## config.mk

```make
export PLATFORM = sky130hd
export DESIGN_NAME = motoro3_phase_driver
export DESIGN_NICKNAME = d
export VERILOG_FILES = /design/src/rtl/motoro3_pkg.sv /design/src/rtl/motoro3_deadtime_edge.sv /design/src/rtl/motoro3_phase_driver.sv
export SDC_FILE = /design/constraint.sdc
export NUM_CORES = 1
export LEC_CHECK = 0
export CAP_MARGIN = 20
export CORE_MARGIN = 4
export CORE_UTILIZATION = 50
export CTS_BUF_LIST = sky130_fd_sc_hd__clkbuf_2 sky130_fd_sc_hd__clkbuf_4 sky130_fd_sc_hd__clkbuf_8
export CTS_CLUSTER_SIZE = 10
export DETAILED_ROUTE_END_ITERATION = 12
export GPL_ROUTABILITY_DRIVEN = 0
export PLACE_DENSITY = 0.76
export SLEW_MARGIN = 40
export SYNTH_ARGS = -nofsm -noshare
export SYNTH_HDL_FRONTEND = slang
export SYNTH_SLANG_ARGS = --single-unit
```

## constraint.sdc

```tcl
create_clock -name clk -period 5 [get_ports clk]
set_clock_uncertainty 0.05 [all_clocks]
set_input_delay 1.5 -clock clk [delete_from_list [all_inputs] [get_ports clk]]
set_output_delay 1.5 -clock clk [all_outputs]
set_load 0.01 [all_outputs]
```

## src/rtl/motoro3_pkg.sv

```systemverilog
// Shared types and helpers for the motoro3 six-step commutation stage.
package motoro3_pkg;

  typedef enum logic [1:0] {
    ST_IDLE,
    ST_DEAD,
    ST_RUN
  } state_e;

  typedef enum logic [1:0] {
    PH_A,
    PH_B,
    PH_C
  } phase_e;

  typedef struct packed {
    phase_e hi;
    phase_e lo;
  } comm_t;

  localparam logic [2:0] STEP_MAX = 3'd5;

  // Commutation table: step -> driven high-side phase / driven low-side phase
  function automatic comm_t comm_lookup(input logic [2:0] step);
    comm_t c;
    case (step)
      3'd0:    c = '{hi: PH_A, lo: PH_B};
      3'd1:    c = '{hi: PH_A, lo: PH_C};
      3'd2:    c = '{hi: PH_B, lo: PH_C};
      3'd3:    c = '{hi: PH_B, lo: PH_A};
      3'd4:    c = '{hi: PH_C, lo: PH_A};
      3'd5:    c = '{hi: PH_C, lo: PH_B};
      default: c = '{hi: PH_A, lo: PH_B};
    endcase
    return c;
  endfunction

  // Next commutation step with wrap in either direction
  function automatic logic [2:0] step_next(input logic [2:0] s, input logic rev);
    if (rev) begin
      return (s == 3'd0) ? STEP_MAX : s - 3'd1;
    end
    return (s >= STEP_MAX) ? 3'd0 : s + 3'd1;
  endfunction

endpackage

```

## src/rtl/motoro3_deadtime_edge.sv

```systemverilog
// Per-edge dead-time qualifier for the PWM-driven gates. ecnt measures how
// long pwmS has been stable; a turn-on is only allowed once it reaches dtEff.
module motoro3_deadtime_edge
  import motoro3_pkg::*;
#(
  parameter int unsigned DT_W = 8
) (
  input  logic            clk_i,
  input  logic            rst_i,
  input  logic            pwmNext_i,
  input  logic            pwmS_i,
  input  logic [DT_W-1:0] dtEff_i,
  input  logic            clear_i,
  output logic            hsOk_o,
  output logic            lsOk_o
);

  logic [DT_W-1:0] ecnt_q, ecnt_d;
  logic            primed_q, primed_d;
  logic            pwmEdge;
  logic            ok;

  assign pwmEdge = pwmNext_i ^ pwmS_i;

  // The DEAD interval before RUN already holds every gate off for dtEff
  // cycles, so the first PWM level after entry is released at once (primed);
  // from the first pwmS change onward the ecnt dead-time gates each turn-on.
  assign ok     = clear_i | primed_q | (ecnt_q >= dtEff_i);
  assign hsOk_o = pwmS_i & ok;
  assign lsOk_o = ~pwmS_i & ok;

  // Stability counter and primed flag next-state
  always_comb begin
    ecnt_d   = ecnt_q;
    primed_d = primed_q;
    if (pwmEdge || clear_i) begin
      ecnt_d = '0;
    end else if (ecnt_q != '1) begin
      ecnt_d = ecnt_q + 1'b1;
    end
    if (pwmEdge) begin
      primed_d = 1'b0;
    end else if (clear_i) begin
      primed_d = 1'b1;
    end
  end

  // Counter registers
  always_ff @(posedge clk_i) begin
    if (rst_i) begin
      ecnt_q   <= '0;
      primed_q <= 1'b0;
    end else begin
      ecnt_q   <= ecnt_d;
      primed_q <= primed_d;
    end
  end

endmodule

```

## src/rtl/motoro3_phase_driver.sv

```systemverilog
// Six-step commutation FSM, step register and registered gate-drive mux.
module motoro3_phase_driver
  import motoro3_pkg::*;
#(
  parameter int unsigned DT_W = 8
) (
  input  logic            clk,
  input  logic            rst,
  input  logic            pwm,
  input  logic            m3cntLast1,
  input  logic            m3r_enable,
  input  logic            m3r_dirRev,
  input  logic            m3r_syncRect,
  input  logic [DT_W-1:0] m3r_deadTime,
  output logic            gAH,
  output logic            gAL,
  output logic            gBH,
  output logic            gBL,
  output logic            gCH,
  output logic            gCL,
  output logic [2:0]      stepIdx,
  output logic            running
);

  localparam logic [DT_W-1:0] ONE = {{(DT_W-1){1'b0}}, 1'b1};

  state_e          state_q, state_d;
  logic [2:0]      stepIdx_q, stepIdx_d;
  logic [DT_W-1:0] dcnt_q, dcnt_d;
  logic [DT_W-1:0] dtLat_q, dtLat_d;
  logic [DT_W-1:0] dtEff;
  logic            pwmS_q;
  logic [2:0]      hs_q, hs_d, ls_q, ls_d;
  logic            enterRun;
  logic            hsOk, lsOk;
  comm_t           comm;

  assign dtEff = (dtLat_q == '0) ? ONE : dtLat_q;

  motoro3_deadtime_edge #(.DT_W(DT_W)) u_edge (
    .clk_i     (clk),
    .rst_i     (rst),
    .pwmNext_i (pwm),
    .pwmS_i    (pwmS_q),
    .dtEff_i   (dtEff),
    .clear_i   (enterRun),
    .hsOk_o    (hsOk),
    .lsOk_o    (lsOk)
  );

  // FSM next-state: disable has priority, then step sanity, then strobes
  always_comb begin
    state_d   = state_q;
    stepIdx_d = stepIdx_q;
    dcnt_d    = dcnt_q;
    dtLat_d   = dtLat_q;
    if (!m3r_enable) begin
      state_d = ST_IDLE;
      dcnt_d  = '0;
    end else if (stepIdx_q > STEP_MAX) begin
      stepIdx_d = 3'd0;
      state_d   = ST_DEAD;
      dcnt_d    = ONE;
      dtLat_d   = m3r_deadTime;
    end else begin
      case (state_q)
        ST_IDLE: begin
          state_d = ST_DEAD;
          dcnt_d  = ONE;
          dtLat_d = m3r_deadTime;
        end
        ST_DEAD: begin
          if (m3cntLast1) begin
            stepIdx_d = step_next(stepIdx_q, m3r_dirRev);
            dcnt_d    = ONE;
            dtLat_d   = m3r_deadTime;
          end else if (dcnt_q == dtEff) begin
            state_d = ST_RUN;
            dcnt_d  = '0;
          end else begin
            dcnt_d = dcnt_q + 1'b1;
          end
        end
        ST_RUN: begin
          if (m3cntLast1) begin
            stepIdx_d = step_next(stepIdx_q, m3r_dirRev);
            state_d   = ST_DEAD;
            dcnt_d    = ONE;
            dtLat_d   = m3r_deadTime;
          end
        end
        default: begin
          state_d = ST_IDLE;
          dcnt_d  = '0;
        end
      endcase
    end
    enterRun = (state_d == ST_RUN) && (state_q != ST_RUN);
  end

  // Gate mux: evaluated against the next state so gates drop on the same
  // edge the FSM leaves RUN
  always_comb begin
    hs_d = '0;
    ls_d = '0;
    comm = comm_lookup(stepIdx_d);
    if (state_d == ST_RUN) begin
      hs_d[comm.hi] = hsOk;
      ls_d[comm.lo] = 1'b1;
      if (m3r_syncRect) begin
        ls_d[comm.hi] = lsOk;
      end
    end
  end

  // State, step, counters, PWM sync flop and gate output registers
  always_ff @(posedge clk) begin
    if (rst) begin
      state_q   <= ST_IDLE;
      stepIdx_q <= 3'd0;
      dcnt_q    <= '0;
      dtLat_q   <= '0;
      pwmS_q    <= 1'b0;
      hs_q      <= '0;
      ls_q      <= '0;
    end else begin
      state_q   <= state_d;
      stepIdx_q <= stepIdx_d;
      dcnt_q    <= dcnt_d;
      dtLat_q   <= dtLat_d;
      pwmS_q    <= pwm;
      hs_q      <= hs_d;
      ls_q      <= ls_d;
    end
  end

  assign gAH     = hs_q[PH_A];
  assign gAL     = ls_q[PH_A];
  assign gBH     = hs_q[PH_B];
  assign gBL     = ls_q[PH_B];
  assign gCH     = hs_q[PH_C];
  assign gCL     = ls_q[PH_C];
  assign stepIdx = stepIdx_q;
  assign running = (state_q == ST_RUN);

endmodule

```

==> flow_summary.json <==
{
  "drc": 0,
  "grt_pass1_wl_um": 8090,
  "cts_post_setup_buffers_inserted": 0,
  "dp_slack_ps": 965,
  "crit_slowest_cell": "clkdlybuf4s50_1",
  "cellPowerDensity_nw_per_um2": 237,
  "die-area_um2": 5710,
  "tightest_slew_ps": 577,
  "setup-tns-final_ps": 0,
  "yosys-top-cells-area": "dfxtp_1, ha_1, nor2_1, mux2i_1, inv_1",
  "synth_compound_area_share_pct": 20.6,
  "design.portCount": 25,
  "syn_area_um2": 2280,
  "syn_inst": 263,
  "synth_area_leader_cell": "dfxtp_1",
  "wl_per_cell_um": 14.2,
  "cp_max_fo": 13,
  "crit_type": "in -> reg",
  "rows": 24,
  "synthSimpleGateAreaFrac_pct": 21.4,
  "synthMuxAreaShare_pct": 4.44,
  "clkLatencyLatePin_ps": 280,
  "top_layer_used": "met4",
  "slowest_delay_ps": 770,
  "drive_above_1_share_pct": 5.54,
  "hold_ws_ps": 424,
  "clkTransAtPathRegs_ps": 70,
  "synth_xor_area_share_pct": 4.99,
  "synth_nets": 299,
  "track_usage_pct": 18.2,
  "antenna_found_initial": 0,
  "root_buffer": "clkbuf_8",
  "start_kind": "input port",
  "htreeDepth": 2,
  "via_per_inst": 5.81,
  "synth_top_family_by_area": "simple AND/OR/NAND/NOR gates",
  "min_period_ps": 3800,
  "cp.required_ps": 5120,
  "cts_max_path_buffers": 2,
  "grt_pass1_vias": 1830,
  "post-route-cell-area_um2": 2650,
  "n_antenna_cell": 0,
  "synth_flop_cell": "dfxtp_1",
  "worstPathArrival_ps": 3930,
  "power_uw": 628,
  "dpl_cell_area_um2": 2570,
  "cts_hold_buf": 0,
  "hold_path.class": "reg -> reg",
  "max_cap_viol_count": 0,
  "ys_ff_latch": 37,
  "setup_ws_ps": 1200,
  "die_w_um": 75.6,
  "fin_cells": 341,
  "synth_fa_ha_area_share_pct": 11.5,
  "yosys_warnings": 0,
  "drt-initial-drc-count": 106,
  "path_cells": "clkdlybuf4s50_1 -> nand3_1 -> o21bai_1 -> a32oi_1 -> ha_1 -> mux2_2 -> nand2_1 -> a21oi_1",
  "finish.utilization_pct": 60.3,
  "rsz0062_at_grt": "false",
  "grt_overflow": 0,
  "finalCritPeriodShare_pct": 76.1,
  "layout_commonest_cell": "dfxtp_1",
  "ys_seq_area_share_pct": 32.5,
  "routedLengthMet1_um": 2250,
  "grt_max_degree": 15,
  "cts_buffers": 5,
  "setup_viol_count_final": 0,
  "synth.avg_cell_area_um2": 8.68,
  "synth_edf_count": 0,
  "layout.nets": 326,
  "layout_common_cells": "dfxtp_1, nor2_1, clkdlybuf4s50_1",
  "status": "finished clean",
  "endpoint_kind": "register",
  "dr_wl_met2_um": 2280,
  "dp.cells": 335,
  "ant_nets": 0,
  "p_leak_nw": 1.05,
  "cts_tree": "built",
  "async_reset_ff_share_pct": 0,
  "ir_drop_mv": 0.130,
  "num_vias": 1982,
  "synth_top_area_share_pct": 32.5,
  "dp_hpwl_um": 3580,
  "first_pass_iters": 4,
  "numClockSinks": 37,
  "yosysUniqueCellTypes": 52,
  "wl_met3_um": 225,
  "totalWireLength_um": 4850,
  "core_um2": 4380,
  "die_y_um": 75.6,
  "start_util_pct": 52.1,
  "syn_to_final_growth_pct": 15.9,
  "cts-resized-gates": 0,
  "max-slew-margin-rel_pct": 61.4,
  "drv_slew": 0,
  "clock.fmax_mhz": 263,
  "hold_violations": 0,
  "port_buffers": 24
}
layer usage:
layer,track usage [%],vias up
met2,28.8,56
li1,-,1005
met1,24.4,912
met3,4.49,9
met4,6.02,0
met5,0,-
power by group:
part	total, mW	internal, mW	switching [mW]	leakage [nW]
Combinational	0.120	0.0565	0.0634	0.711
Sequential	0.315	0.303	0.0121	0.301
Clock	0.193	0.0917	0.101	0.0399
state kept, by name, summed over array words and instances, names as in the netlist:
signal,flops
dcnt_q,8
ls_q,3
stepIdx,3
u_edge.primed_q,1
dtLat_q,8
pwmS_q,1
hs_q,3
state_q,2
u_edge.ecnt_q,8
critical path: cells and delay by family:
kind            cells  cell delay [ps]
compound gates      3              630
fa+ha+maj           1              350
simple gates        2              390
mux                 1              270
buf+inv             1              770
layout make-up:
class / count / area (um2)
timing repair buffer: 25 / 248
clock buffer: 5 / 68.8
multi-input combinational: 200 / 1440
sequential: 37 / 741
fill: 414 / 1740
inverter: 21 / 78.8
tap: 52 / 65.1
clock inverter: 1 / 5.00
cells in the mapped netlist, types with 2 or more instances:
library cell	n
nand3_1	7
ha_1	21
nor2_1	25
xor2_1	8
o2111ai_1	2
a21oi_1	13
nand2b_1	9
nand2_1	14
nor2b_1	3
a311oi_1	4
a32oi_1	2
xnor2_1	5
mux2i_1	9
o21a_1	2
a211o_1	3
clkbuf_1	3
and2_1	4
dfxtp_1	37
inv_1	21
nand4_1	6
o211ai_1	2
o21bai_1	2
o21ai_0	11
and3_1	5
nor3_1	7
a211oi_1	9
a21o_1	4
worst paths after layout:
kind	startpoint	endpoint	slack, ps	cells after the start
setup reg to reg	dtLat_q[4]	hs_q[0]	2250	10
setup / recovery	m3cntLast1	ls_q[1]	1200	8
hold reg to reg	u_edge.primed_q	u_edge.primed_q	420	1
hold / removal	u_edge.primed_q	u_edge.primed_q	420	1
kinds of logic (layout without fill, tap and decap cells):
group	after synthesis	after routing
flops	37	37
fa+ha+maj	21	21
xor+xnor	13	13
simple gates	91	91
compound gates	65	65
mux	10	10
buf+inv	26	52
Power figures use the tool's default switching activity.
